===== config.mk =====
export PLATFORM = sky130hd
export DESIGN_NAME = slice_serializer
export DESIGN_NICKNAME = d
export VERILOG_FILES = /design/src/rtl/slice_serializer.sv
export SDC_FILE = /design/constraint.sdc
export NUM_CORES = 1
export LEC_CHECK = 0
export BUFFER_PORTS_ARGS = -buffer_cell sky130_fd_sc_hd__buf_2
export CAP_MARGIN = 5
export CORE_MARGIN = 2
export CORE_UTILIZATION = 58
export CTS_CLUSTER_DIAMETER = 30
export DETAILED_ROUTE_END_ITERATION = 8
export GPL_ROUTABILITY_DRIVEN = 0
export PLACE_DENSITY = 0.79
export SLEW_MARGIN = 20
export SYNTH_ARGS = -nofsm -noshare
export SYNTH_HDL_FRONTEND = slang
export SYNTH_SLANG_ARGS = --single-unit

===== constraint.sdc =====
create_clock -name clk -period 1.95 [get_ports clk]
set_input_delay 0.0975 -clock clk [delete_from_list [all_inputs] [get_ports clk]]
set_output_delay 0.0975 -clock clk [all_outputs]
set_load 0.01 [all_outputs]

===== src/rtl/slice_serializer.sv =====
// ---------------------------------------------------------------------------
// slice_serializer
//   Converts SLICE_W-bit state slices into an LSB-first serial bit stream.
//   Two storage stages are used: a shift register (SR) that feeds ser_out and
//   a holding register (HR) that lets the next slice wait for the SR.
//   Bits are framed into blocks of SLICES slices with first/last markers.
//   Rev 1.0 - initial release
// ---------------------------------------------------------------------------
`default_nettype none

module slice_serializer #(
  parameter int SLICE_W = 25,
  parameter int SLICES  = 64
) (
  input  logic               clk,
  input  logic               rst,
  input  logic               in_valid,
  input  logic [SLICE_W-1:0] in_slice,
  output logic               in_ready,
  input  logic               ser_ready,
  output logic               ser_valid,
  output logic               ser_out,
  output logic               ser_first,
  output logic               ser_last,
  output logic               block_done
);

  localparam int BIT_CW = (SLICE_W > 1) ? $clog2(SLICE_W) : 1;
  localparam int SLC_CW = (SLICES  > 1) ? $clog2(SLICES)  : 1;
  localparam logic [BIT_CW-1:0] BIT_LAST = BIT_CW'(SLICE_W - 1);
  localparam logic [SLC_CW-1:0] SLC_LAST = SLC_CW'(SLICES - 1);

  // IDLE means the SR is empty, SHIFT means it holds a slice in transit.
  typedef enum logic [0:0] {
    IDLE  = 1'b0,
    SHIFT = 1'b1
  } state_t;

  state_t              state;
  logic [SLICE_W-1:0]  sr;
  logic [SLICE_W-1:0]  hr;
  logic                hr_full;
  logic [BIT_CW-1:0]   bit_cnt;
  logic [SLC_CW-1:0]   slice_cnt;

  logic sr_full;
  logic accept;
  logic xfer;
  logic slice_end;
  logic sr_frees;
  logic block_end;

  // Handshake and framing decode, all derived from registered state.
  assign sr_full    = (state == SHIFT);
  assign in_ready   = !hr_full;
  assign ser_valid  = sr_full;
  assign ser_out    = sr[0];
  assign ser_first  = sr_full && (bit_cnt == '0) && (slice_cnt == '0);
  assign ser_last   = sr_full && (bit_cnt == BIT_LAST) && (slice_cnt == SLC_LAST);

  assign accept     = in_valid && in_ready;
  assign xfer       = ser_valid && ser_ready;
  assign slice_end  = xfer && (bit_cnt == BIT_LAST);
  assign sr_frees   = !sr_full || slice_end;
  assign block_end  = slice_end && (slice_cnt == SLC_LAST);

  // Buffer management, bit/slice counters and the block-done pulse.
  always_ff @(posedge clk or negedge rst) begin
    if (!rst) begin
      state      <= IDLE;
      sr         <= '0;
      hr         <= '0;
      hr_full    <= 1'b0;
      bit_cnt    <= '0;
      slice_cnt  <= '0;
      block_done <= 1'b0;
    end else begin
      block_done <= block_end;

      // Counters advance only on an accepted serial bit.
      if (xfer) begin
        if (bit_cnt == BIT_LAST) begin
          bit_cnt <= '0;
          if (slice_cnt == SLC_LAST) begin
            slice_cnt <= '0;
          end else begin
            slice_cnt <= slice_cnt + 1'b1;
          end
        end else begin
          bit_cnt <= bit_cnt + 1'b1;
        end
      end

      if (sr_frees) begin
        if (hr_full) begin
          // The older, waiting slice always goes to the SR first.
          sr    <= hr;
          state <= SHIFT;
          if (accept) begin
            hr <= in_slice;
          end else begin
            hr_full <= 1'b0;
          end
        end else if (accept) begin
          // Straight into the SR: bit 0 is presented the very next cycle.
          sr    <= in_slice;
          state <= SHIFT;
        end else begin
          sr    <= '0;
          state <= IDLE;
        end
      end else begin
        if (xfer) begin
          sr <= sr >> 1;
        end
        if (accept) begin
          hr      <= in_slice;
          hr_full <= 1'b1;
        end
      end
    end
  end

endmodule

`default_nettype wire


==> results of run 1 <==
cell usage in the layout, fill, tap and decap left out, drive strengths merged, types with 2 or more instances in the layout:
cell type and n:
dfrtp 64, buf 44, a21oi 25, mux2 25
a22oi 24, o32ai 24, dlygate4sd3 15, clkbuf 12
inv 7, nand3 7, o21ai 7, nand2 6
nor2 4, ha 4, clkinv 3, nor2b 3
nor4 2, nor3 2, a22o 2, xor2 2
nand4b 2, or4 2
synthesized netlist by cell type, types with 2 or more instances:
cell	number	area (sq um)
sky130_fd_sc_hd__nand2_1	6	22.5
sky130_fd_sc_hd__dfrtp_1	64	1600
sky130_fd_sc_hd__mux2_4	20	300
sky130_fd_sc_hd__ha_1	4	50.1
sky130_fd_sc_hd__a22o_1	2	17.5
sky130_fd_sc_hd__o21ai_0	6	30.0
sky130_fd_sc_hd__nand3_1	7	35.0
sky130_fd_sc_hd__xor2_1	2	17.5
sky130_fd_sc_hd__o32ai_1	24	210
sky130_fd_sc_hd__mux2_2	5	56.3
sky130_fd_sc_hd__buf_12	2	40.0
sky130_fd_sc_hd__a22oi_1	24	180
sky130_fd_sc_hd__clkbuf_1	12	45.0
sky130_fd_sc_hd__nor4_1	2	12.5
sky130_fd_sc_hd__inv_1	7	26.3
sky130_fd_sc_hd__nor2b_1	3	18.8
sky130_fd_sc_hd__a21oi_1	25	125
sky130_fd_sc_hd__nor2_1	4	15.0
sky130_fd_sc_hd__nor3_1	2	10.0
sky130_fd_sc_hd__buf_2	7	35.0
layout make-up:
class,count,area share
flip-flops and latches,64,0.443
multi-input cells,155,0.355
repair buffers,59,0.120
clock buffers,12,0.0374
well taps,70,0.0242
clock inverters,4,0.0125
inverters,7,0.00727
worst paths after layout:
kind / from / to / slack, ns / cells past startpoint
worst max-delay path: bit_cnt[0]$_DFFE_PN0N_ / hr[8]$_DFFE_PN0P_ / 0.11 / 6
worst min-delay path: in_slice[7] / hr[7]$_DFFE_PN0P_ / 0.008 / 2
worst max register to register: bit_cnt[0]$_DFFE_PN0N_ / hr[8]$_DFFE_PN0P_ / 0.11 / 6
worst min register to register: hr[0]$_DFFE_PN0P_ / hr[0]$_DFFE_PN0P_ / 0.51 / 1
max in group asynchronous: rst / hr[10]$_DFFE_PN0P_ / 1.09 / 3
min in group asynchronous: rst / block_done$_DFF_PN0_ / 0.26 / 2
sequential cells by signal, indices dropped and copies added (netlist names):
signal / count
bit_cnt: 5
block_done: 1
hr: 25
hr_full: 1
ser_valid: 1
slice_cnt: 6
sr: 25
worst max-delay path, cell delays in order, from the launching register on:
cell and delay, ns:
sky130_fd_sc_hd__dfrtp_1 0.40, sky130_fd_sc_hd__inv_1 0.10, sky130_fd_sc_hd__ha_2 0.24, sky130_fd_sc_hd__nand4b_4 0.18
sky130_fd_sc_hd__o211a_1 0.27, sky130_fd_sc_hd__buf_4 0.21, sky130_fd_sc_hd__mux2_4 0.32
what timing repair did:
action,CTS,global route
hold buffers,15,0
buffers inserted,0,1
gates resized for setup,0,1
endpoints found under the setup margin,0,19
hold endpoints to repair,35,0
routing by layer:
metal,GRT usage,routed length (microns),vias to the layer above,share of wire
li1,-,-,1053,-
met1,0.309,2800,1093,0.46
met2,0.357,3000,56,0.49
met3,0.0557,232,11,0.038
met4,0.0927,103,0,0.017
met5,0,0,-,0
logic make-up (layout without fill, tap and decap cells):
group / after synthesis / after routing / synth area share
compound gates: 90 / 90 / 0.211
flops: 64 / 64 / 0.527
simple gates: 32 / 32 / 0.0638
buf+inv: 29 / 82 / 0.0519
mux: 26 / 26 / 0.121
fa+ha+maj: 4 / 4 / 0.0165
xor+xnor: 3 / 3 / 0.00865
per-stage QoR:
stage                     setup WS (ns)  total power, mW  utilization  instances
after floorplan                   0.179             3.45            -        248
after global placement            0.161             3.75        0.645        339
after detailed placement          0.101             3.85        0.645        339
after CTS                        0.0486             4.94        0.710        370
after global routing             0.0110             5.24        0.712        371
final                             0.111             4.93        0.712        371
power by group:
group	switching (mW)	internal [mW]	total, mW	leakage (nW)
Combinational	0.640	0.915	1.56	0.702
Sequential	0.410	1.90	2.32	0.729
Clock	0.479	0.585	1.06	0.0941
==> PnR_summary.wiki, run 1 <==
{| class="wikitable"
! Metric !! Value
|-
| Number of global-route vias before repair || 2207
|-
| Die Height || 76.4 microns
|-
| Number of standard cells after synthesis || 248
|-
| Final setup TNS || 0 ns
|-
| Maximum operating frequency || 544 MHz
|-
| Fillers || 383
|-
| Biggest fanout along the worst timing path || 13
|-
| Critical path arrival || 2.06 ns
|-
| Number of nets in the synthesized netlist || 281
|-
| Placed wire-length estimate || 3930 microns
|-
| Port-buffer cells || 34
|-
| Clock Sinks || 64
|-
| Proportion of synthesized chip area in sequential cells || 0.527
|-
| Global routing usage summed across all routing layers || 0.228
|-
| Total overflow reported by the global router || 0
|-
| Asr flop ratio synth || 1.00
|-
| Dominant synthesized flop cell || sky130_fd_sc_hd__dfrtp_1
|-
| Number of distinct standard cells referenced by the synthesized netlist || 40
|-
| Number of levels the H-tree was split into || 3
|-
| Final number of setup-violating endpoints || 0
|-
| Initial antenna violation count || 0
|-
| Worst hold path type || primary input to register
|-
| Cell area reported after detailed placement || 3270 sq um
|-
| Post-synthesis instance area || 3040 sq um
|-
| Library cell used as clock root buffer || sky130_fd_sc_hd__clkbuf_8
|-
| Post-route standard cell area excluding fillers || 3610 sq um
|-
| Ratio of cells with drive above 1 in the final layout || 0.302
|-
| Clock-pin transition on the worst setup and hold timing paths || 0.06 ns
|-
| Floorplan die area || 5830 sq um
|-
| Outcome || complete, no violations
|-
| Horizontal extent of the die || 76.4 microns
|-
| Synthesis-stage register bit count || 64
|-
| Clock tree from TritonCTS || built
|-
| Mean area per synthesized cell || 12.2 sq um
|-
| Ant. Diodes || 0
|-
| Pins Over Slew Limit || 0
|-
| First-iteration detailed-routing DRC count || 104
|-
| Number of synthesized flops with an enable pin || 0
|-
| Area Overhead vs Synth || 18.9%
|-
| Detailed-route via count || 2213
|-
| Final hold viol count || 0
|-
| Area used by multi-input combinational logic || 1280 sq um
|-
| Sequential Area || 1600 sq um
|-
| Number of nets with antenna violations after detailed routing || 0
|-
| Kind of capture point of the worst setup path || register
|-
| Portion of the clock cycle consumed by the worst path in the final layout || 0.943
|-
| Final layout net count || 329
|-
| Synth warn || 0
|-
| Worst hold margin || 0.00820 ns
|-
| Time the final worst path needs with I/O delays and setup || 1.84 ns
|-
| Type of the setup path with the least slack || register to register
|-
| Vias per cell || 5.96
|-
| Total detailed-routing wirelength || 6130 microns
|-
| Setup repair after global routing missed its margin || no
|-
| Number of search-and-repair iterations in the first detailed-routing pass || 4
|-
| Clock Path Buffers || 2
|-
| Count of maximum capacitance violations || 0
|-
| Maximum vdd ir drop || 0.848 mV
|-
| Core Footprint || 5070 sq um
|-
| Standard-cell rows || 26
|-
| Layout Skew || 0.00541 ns
|-
| Actual transition at the worst max-transition pin || 0.507 ns
|-
| Critical Path Start Type || register
|-
| Drc violations || 0
|-
| Boundary pin count || 35
|-
| Total clock buffers created by CTS || 9
|-
| Required time of the critical path || 2.17 ns
|-
| Starting utilization of the core area || 0.599
|-
| Average routed wire per standard cell || 16.5 microns
|-
| Wire length of the first global-routing pass || 10400 microns
|-
| Max-slew headroom || 0.662
|-
| Power per cell area || 1370 nW/um^2
|-
| Leakage component of the power || 1.52 nW
|-
| Maximum number of pins on one net before global-route repair || 44
|-
| Worst skew pair latency || 0.34 ns
|}
Power figures use the tool's default switching activity.
==> run 2: changes to the inputs <==
ABC_AREA = 1   (was unset)
CORE_UTILIZATION = 59   (was 58)
PLACE_DENSITY = 0.8   (was 0.79)
==> run 2 against run 1 <==
Against the previous run: clock skew increased by 0.0017 ns; first-iteration DRC count increased to 2.7 times the previous value; synthesized cell count up 95%; combinational power is 3% higher; setup slack improved by 0.054 ns; cell count grew 67%; wire length up 28%; flip-flop and latch count did not move; clock-buffer cell count stayed put; highest routed layer unchanged.
==> PnR_summary.wiki, run 2 <==
{| class="wikitable"
! Metric !! Value
|-
| Outcome || complete, no violations
|-
| Clock Sinks || 64 (unchanged)
|-
| Most frequent cell after synthesis || sky130_fd_sc_hd__nand2_1
|-
| Starting utilization of the core area || 0.616 (+0.0171)
|-
| Fraction of met2 tracks used by global routing || 0.481 (+0.124)
|-
| Startpoint of the most critical hold path || in_valid
|-
| Met1 global-route usage || 0.360 (+0.0503)
|-
| Boundary pin count || 35 (unchanged)
|-
| Number of levels the H-tree was split into || 3 (unchanged)
|-
| Worst hold path type || primary input to register
|-
| Ant. Diodes || 0 (unchanged)
|-
| Drc violations || 0 (unchanged)
|-
| Setup slack of the critical path after layout || 0.165 ns (+0.0544 ns)
|-
| Setup repair after global routing missed its margin || no
|-
| Pins Over Slew Limit || 0 (unchanged)
|-
| Total clock buffers created by CTS || 9 (unchanged)
|-
| Number of standard cells after synthesis || 484 (+95%)
|-
| Cell count of the worst reg-to-reg path || 10 (+4)
|-
| Placed wire-length estimate || 4600 microns (+17%)
|-
| Power per cell area || 1180 nW/um^2 (-14%)
|-
| Top library cells by usage in the layout, fill and taps aside || sky130_fd_sc_hd__nand2_1, sky130_fd_sc_hd__dfrtp_1, sky130_fd_sc_hd__inv_1, sky130_fd_sc_hd__nand3_1, sky130_fd_sc_hd__buf_2
|-
| Number of synthesized flops with an enable pin || 0 (unchanged)
|-
| Type of the setup path with the least slack || register to primary output
|-
| Final total power || 4.81 mW (-2.4%)
|-
| Hold-critical path endpoint || ser_valid$_DFFE_PN0P_
|-
| Wire length of the first global-routing pass || 13900 microns (+34%)
|-
| Commonest non-fill, non-tap cell in the layout || sky130_fd_sc_hd__nand2_1
|-
| Synth warn || 0 (unchanged)
|-
| Port-buffer cells || 34 (unchanged)
|-
| Internal power of the cells || 3.04 mW (-11%)
|-
| Floorplan die area || 6440 sq um (+10%)
|-
| Final hold viol count || 0 (unchanged)
|-
| Clock tree from TritonCTS || built
|-
| Actual transition at the worst max-transition pin || 0.761 ns (+0.254 ns)
|-
| Maximum operating frequency || 560 MHz (+3.0%)
|-
| Max-slew headroom || 0.492 (-0.170)
|-
| Yosys top cell area share || 0.467 (-0.0605)
|-
| Maximum number of pins on one net before global-route repair || 65 (+48%)
|-
| First-iteration detailed-routing DRC count || 278 (+170%)
|-
| Clk network pwr share || 0.206 (-0.010)
|-
| Core Footprint || 5570 sq um (+9.8%)
|-
| Asr flop ratio synth || 1.00 (unchanged)
|-
| Met3 Usage GRT || 0.0438 (-0.0119)
|-
| Synthesis-stage register bit count || 64 (unchanged)
|-
| Post-route standard cell area excluding fillers || 4080 sq um (+13%)
|-
| Portion of the clock cycle consumed by the worst path in the final layout || 0.915 (-0.0279)
|-
| Dominant synthesized flop cell || sky130_fd_sc_hd__dfrtp_1
|-
| Worst hold path stage count || 3 (+1)
|-
| Average routed wire per standard cell || 12.7 microns (-23%)
|-
| Switching fraction of total power || 0.369 (+0.0589)
|-
| Setup bufs post-CTS || 0 (unchanged)
|-
| Final layout net count || 575 (+75%)
|-
| Register share of total power || 0.461 (-0.008)
|-
| Area Overhead vs Synth || 18.8%
|-
| Largest cells by area after synthesis || sky130_fd_sc_hd__dfrtp_1, sky130_fd_sc_hd__nand2_1, sky130_fd_sc_hd__nand3_1
|-
| Critical Path Start Type || register
|-
| Number of nets with antenna violations after detailed routing || 0 (unchanged)
|-
| Detailed-route via count || 3135 (+42%)
|-
| Post-synthesis instance area || 3430 sq um (+13%)
|-
| Standard-cell rows || 27 (+3.8%)
|-
| Most frequent cells after synthesis || sky130_fd_sc_hd__nand2_1, sky130_fd_sc_hd__dfrtp_1, sky130_fd_sc_hd__inv_1, sky130_fd_sc_hd__nand3_1, sky130_fd_sc_hd__nor2_1
|-
| Maximum vdd ir drop || 0.733 mV (-14%)
|-
| Die Height || 80.3 microns (+5.1%)
|-
| Worst hold margin || 0.0262 ns (+0.0180 ns)
|-
| Layout Skew || 0.00711 ns (+0.00171 ns)
|-
| Library cell used as clock root buffer || sky130_fd_sc_hd__clkbuf_8
|-
| Total detailed-routing wirelength || 7860 microns (+28%)
|-
| Cell area reported after detailed placement || 3650 sq um (+11%)
|-
| Number of search-and-repair iterations in the first detailed-routing pass || 5 (+1)
|-
| Reg-to-reg setup timing slack || 0.21 ns (+0.10 ns)
|-
| Horizontal extent of the die || 80.3 microns (+5.1%)
|-
| Proportion of synthesized chip area in sequential cells || 0.467 (-0.0605)
|-
| Time the final worst path needs with I/O delays and setup || 1.78 ns (-0.0544 ns)
|-
| Count of maximum capacitance violations || 0 (unchanged)
|-
| GR peak layer || met2
|-
| Biggest fanout along the worst timing path || 5 (-8)
|-
| Proportion of power drawn by combinational gates || 0.333 (+0.018)
|-
| Number of distinct standard cells referenced by the synthesized netlist || 25 (-38%)
|-
| End of the worst register-to-register path || sr[3]$_DFFE_PN0P_
|-
| Number of global-route vias before repair || 3163 (+43%)
|-
| Post-place setup slack || 0.160 ns (+0.0593 ns)
|-
| Final number of setup-violating endpoints || 0 (unchanged)
|-
| Critical path arrival || 1.69 ns (-0.37 ns)
|-
| Leakage component of the power || 2.32 nW (+52%)
|-
| Initial antenna violation count || 0 (unchanged)
|-
| Mean area per synthesized cell || 7.09 sq um (-42%)
|-
| Net switching component of the power || 1.78 mW (+16%)
|-
| Start of the worst register-to-register path || bit_cnt[0]$_DFFE_PN0N_
|-
| Final setup TNS || 0 ns (unchanged)
|-
| Number of nets in the synthesized netlist || 517 (+84%)
|-
| Required time of the critical path || 1.85 ns (-0.32 ns)
|-
| Clock Path Buffers || 2 (unchanged)
|-
| Ratio of cells with drive above 1 in the final layout || 0.121 (-0.182)
|-
| Total overflow reported by the global router || 0 (unchanged)
|-
| Registers with the most flip-flops || hr: 25 flops, sr: 25 flops, slice_cnt: 6 flops
|-
| Global routing usage summed across all routing layers || 0.279 (+0.0509)
|-
| Cell taking the most area after synthesis || sky130_fd_sc_hd__dfrtp_1
|-
| Kind of capture point of the worst setup path || primary output
|-
| Worst skew pair latency || 0.33 ns (about the same)
|-
| Vias per cell || 5.06 (-15%)
|-
| Clock-pin transition on the worst setup and hold timing paths || 0.07 ns (about the same)
|}
[run 2: cell count changes after synthesis, moves of 8 or more]
cell,before,now
sky130_fd_sc_hd__nand2_1,6,240
sky130_fd_sc_hd__inv_1,7,61
sky130_fd_sc_hd__nand3_1,7,56
sky130_fd_sc_hd__a22oi_1,24,0
sky130_fd_sc_hd__o32ai_1,24,0
sky130_fd_sc_hd__a21oi_1,25,2
sky130_fd_sc_hd__mux2_4,20,0
sky130_fd_sc_hd__clkbuf_1,12,4
[run 2: worst max path at each step]
stage	from	cells past startpoint	slack [ns]	end
final	bit_cnt[0]$_DFFE_PN0N_	7	0.17	ser_last
after detailed placement	bit_cnt[0]$_DFFE_PN0N_	10	0.16	sr[3]$_DFFE_PN0P_
after global placement	bit_cnt[0]$_DFFE_PN0N_	10	0.24	sr[0]$_DFFE_PN0P_
after global routing	slice_cnt[0]$_DFFE_PN0P_	5	0.02	ser_last
after floorplan	bit_cnt[0]$_DFFE_PN0N_	10	0.48	sr[10]$_DFFE_PN0P_
after CTS	bit_cnt[0]$_DFFE_PN0N_	10	0.15	sr[3]$_DFFE_PN0P_
[run 2: kinds of logic after synthesis]
group                    after synthesis  synth area share
AND/OR/NAND/NOR                      320             0.390
buffers and inverters                 84             0.108
flip-flops                            64             0.467
AO/OA/AOI/OAI                          9            0.0131
adder cells (fa/ha/maj)                4            0.0146
XOR/XNOR                               3           0.00766
[run 2: worst max-delay path, stage by stage, from the launching register on]
cell                      delay [ns]
sky130_fd_sc_hd__dfrtp_1        0.38
sky130_fd_sc_hd__inv_1          0.13
sky130_fd_sc_hd__ha_1           0.16
sky130_fd_sc_hd__inv_1          0.04
sky130_fd_sc_hd__nor2_2         0.16
sky130_fd_sc_hd__nand2_1        0.13
sky130_fd_sc_hd__nor3_1         0.19
sky130_fd_sc_hd__buf_2          0.16
[run 2: final cells by class]
class                   count  area [sq um]
repair buffers             68           515
clock inverters             4          20.0
well taps                  72          90.1
fillers                   456          1500
flip-flops and latches     64          1600
inverters                  63           239
multi-input cells         336          1470
clock buffers              12           145
[run 2: repair_timing]
item                                    4_1_cts  5_1_grt
hold buffers                                 26        0
endpoints found under the hold margin        89        0
endpoints found under the setup margin        0        6
gates resized for setup                       0        1
[run 2: routing by layer]
layer  up-vias  wire length (microns)
met3         8                    255
met4         0                     93
li1       1569                      -
met1      1491                   3600
met5         -                      0
met2        67                   3910
[run 2: power by group through the flow]
stage	sequential, mW	clock (mW)	combinational [mW]
after floorplan	2.15	0	1.23
after global placement	2.20	0	1.50
after detailed placement	2.22	0	1.55
after CTS	2.21	1.00	1.60
after global routing	2.29	1.06	1.90
final	2.22	0.990	1.61
[run 2: metrics by stage]
step | cells | utilization
4_1_cts | 619 | 0.730
3_3_place_gp | 577 | 0.654
3_5_place_dp | 577 | 0.654
2_1_floorplan | 484 | -
6_report | 619 | 0.731
5_1_grt | 619 | 0.731
==> run 3: changes to the inputs <==
CORE_UTILIZATION = 63   (was 59)
PLACE_DENSITY = 0.84   (was 0.8)
clock period = 2.23 ns   (was 1.95 ns; I/O delays follow)
==> run 3 against run 2 <==
Against the previous run: clock-buffer cell count grew 2; total power shrank 8.4%; hold slack gained 0.013 ns; setup slack gained 0.12 ns; design area grew 0.31%; register-to-register slack gained 0.07 ns; largest power group unchanged; highest routed layer unchanged.
==> PnR_summary.wiki, run 3 (synthesized netlist as in run 2, its figures left out) <==
{| class="wikitable"
! Metric !! Value
|-
| Outcome || complete, no violations
|-
| Floorplan die area || 6050 sq um (-6.0%)
|-
| Library cell used as clock root buffer || sky130_fd_sc_hd__clkbuf_8
|-
| Biggest fanout along the worst timing path || 27 (+22)
|-
| Leakage component of the power || 2.33 nW (+0.39%)
|-
| Vias per cell || 5.16 (+1.9%)
|-
| Portion of the clock cycle consumed by the worst path in the final layout || 0.873
|-
| Initial antenna violation count || 0 (unchanged)
|-
| Maximum vdd ir drop || 0.682 mV (-6.9%)
|-
| Number of search-and-repair iterations in the first detailed-routing pass || 7 (+2)
|-
| Power per cell area || 1080 nW/um^2 (-8.6%)
|-
| Horizontal extent of the die || 77.8 microns (-3.1%)
|-
| Core Footprint || 5170 sq um (-7.2%)
|-
| Max-slew headroom || 0.445 (-0.0469)
|-
| Clock Sinks || 64 (unchanged)
|-
| Reg-to-reg setup timing slack || 0.28 ns (+0.07 ns)
|-
| Area Overhead vs Synth || 19.1%
|-
| Pins Over Slew Limit || 0 (unchanged)
|-
| Final hold viol count || 0 (unchanged)
|-
| Final number of setup-violating endpoints || 0 (unchanged)
|-
| Time the final worst path needs with I/O delays and setup || 1.95 ns
|-
| Worst hold margin || 0.0397 ns (+0.0134 ns)
|-
| Clock tree from TritonCTS || built
|-
| Clock Path Buffers || 2 (unchanged)
|-
| Layout Skew || 0.00720 ns (+0.0000826 ns)
|-
| Kind of capture point of the worst setup path || register
|-
| Maximum operating frequency || 514 MHz
|-
| Top library cells by usage in the layout, fill and taps aside || sky130_fd_sc_hd__nand2_1, sky130_fd_sc_hd__dfrtp_1, sky130_fd_sc_hd__inv_1, sky130_fd_sc_hd__nand3_1, sky130_fd_sc_hd__buf_2
|-
| Number of global-route vias before repair || 2959 (-6.4%)
|-
| Required time of the critical path || 2.46 ns (+0.61 ns)
|-
| Average routed wire per standard cell || 12.8 microns (+1.1%)
|-
| Wire length of the first global-routing pass || 13500 microns (-3.1%)
|-
| Port-buffer cells || 34 (unchanged)
|-
| Worst hold path type || primary input to register
|-
| Die Height || 77.8 microns (-3.1%)
|-
| Ant. Diodes || 0 (unchanged)
|-
| First-iteration detailed-routing DRC count || 270 (-2.9%)
|-
| Fin cells || 616 (-0.48%)
|-
| Total overflow reported by the global router || 0 (unchanged)
|-
| Number of nets with antenna violations after detailed routing || 0 (unchanged)
|-
| Critical Path Start Type || register
|-
| Detailed-route via count || 3180 (+1.4%)
|-
| Commonest non-fill, non-tap cell in the layout || sky130_fd_sc_hd__nand2_1
|-
| Critical path arrival || 2.18 ns (+0.49 ns)
|-
| Cell breakdown of the critical path || inv_1, ha_1, inv_1, nor2_2, nand3_4, nand2_2, nand2_1, nand3_1, nand2_1
|-
| Cell count after placement || 574 (-0.52%)
|-
| Number of cells upsized or downsized after cts || 0 (unchanged)
|-
| Starting utilization of the core area || 0.664 (+0.0478)
|-
| Post-layout utilization of the core || 0.791 (+0.0592)
|-
| Critical-path cell with the highest stage delay || sky130_fd_sc_hd__nand2_2
|-
| Registers with the most flip-flops || hr: 25 flops, sr: 25 flops, slice_cnt: 6 flops
|-
| Actual transition at the worst max-transition pin || 0.831 ns (+0.0703 ns)
|-
| Total clock buffers created by CTS || 9 (unchanged)
|-
| Fillers || 367 (-20%)
|-
| Total detailed-routing wirelength || 7910 microns (+0.64%)
|-
| Worst skew pair latency || 0.34 ns (about the same)
|-
| Count of maximum capacitance violations || 0 (unchanged)
|-
| Placed wire-length estimate || 4620 microns (+0.38%)
|-
| Clock-pin transition on the worst setup and hold timing paths || 0.07 ns (about the same)
|-
| Global routing usage summed across all routing layers || 0.281 (+0.00222)
|-
| Final layout net count || 574 (-0.17%)
|-
| Critical Path Max Stage Delay || 0.45 ns (+0.07 ns)
|-
| Standard-cell rows || 26 (-3.7%)
|-
| Maximum number of pins on one net before global-route repair || 65 (unchanged)
|-
| Cell area reported after detailed placement || 3610 sq um (-0.96%)
|-
| Final setup TNS || 0 ns (unchanged)
|-
| Drc violations || 0 (unchanged)
|-
| Boundary pin count || 35 (unchanged)
|-
| Post-route standard cell area excluding fillers || 4090 sq um (+0.31%)
|-
| Type of the setup path with the least slack || register to register
|-
| Ratio of cells with drive above 1 in the final layout || 0.121 (+0.000221)
|-
| Number of levels the H-tree was split into || 3 (unchanged)
|-
| Setup repair after global routing missed its margin || no
|}
## run 3: final cells by class
type / count / area [sq um] / area share
Tap cell: 70 / 87.6 / 0.0214
Inverter: 63 / 239 / 0.0584
Clock buffer: 14 / 183 / 0.0447
Clock inverter: 2 / 35.0 / 0.00857
Multi-Input combinational cell: 336 / 1460 / 0.357
Sequential cell: 64 / 1600 / 0.392
Timing Repair Buffer: 67 / 483 / 0.118
## run 3: per-stage QoR
step / setup slack, ns / power (mW)
after floorplan: 0.764 / 2.96
after global placement: 0.370 / 3.21
after detailed placement: 0.306 / 3.28
after CTS: 0.301 / 4.40
after global routing: 0.0241 / 4.76
final: 0.283 / 4.41
## run 3: worst paths after layout
kind	start	endpoint	cells after the start
worst max-delay path	bit_cnt[0]$_DFFE_PN0N_	sr[0]$_DFFE_PN0P_	9
worst min-delay path	in_slice[4]	hr[4]$_DFFE_PN0P_	3
worst max register to register	bit_cnt[0]$_DFFE_PN0N_	sr[0]$_DFFE_PN0P_	9
worst min register to register	hr[11]$_DFFE_PN0P_	hr[11]$_DFFE_PN0P_	2
max in group asynchronous	rst	hr[5]$_DFFE_PN0P_	3
min in group asynchronous	rst	sr[0]$_DFFE_PN0P_	3
## run 3: routing by layer
| layer | track usage | routed length, microns |
|---|---|---|
| met1 | 0.370 | 3460 |
| met2 | 0.466 | 3910 |
| met3 | 0.0419 | 418 |
| met4 | 0.116 | 120 |
| met5 | 0 | 0 |
## run 3: repair_timing
item                                   in CTS  in global routing
hold buffers                               26                  0
buffers inserted                            0                  0
endpoints found under the hold margin      89                  0
## run 3: where the power goes
| part | switching, mW | internal [mW] |
|---|---|---|
| sequential | 0.302 | 1.64 |
| clock | 0.442 | 0.638 |
| combinational | 0.809 | 0.582 |
| total | 1.55 | 2.86 |
## run 3: critical path: cells and delay by family, from the launching register on
kind	cells	cell delay, ns
DFF	1	0.39
buffers and inverters	2	0.17
and+or+nand+nor	6	1.11
adders and majority gates	1	0.16
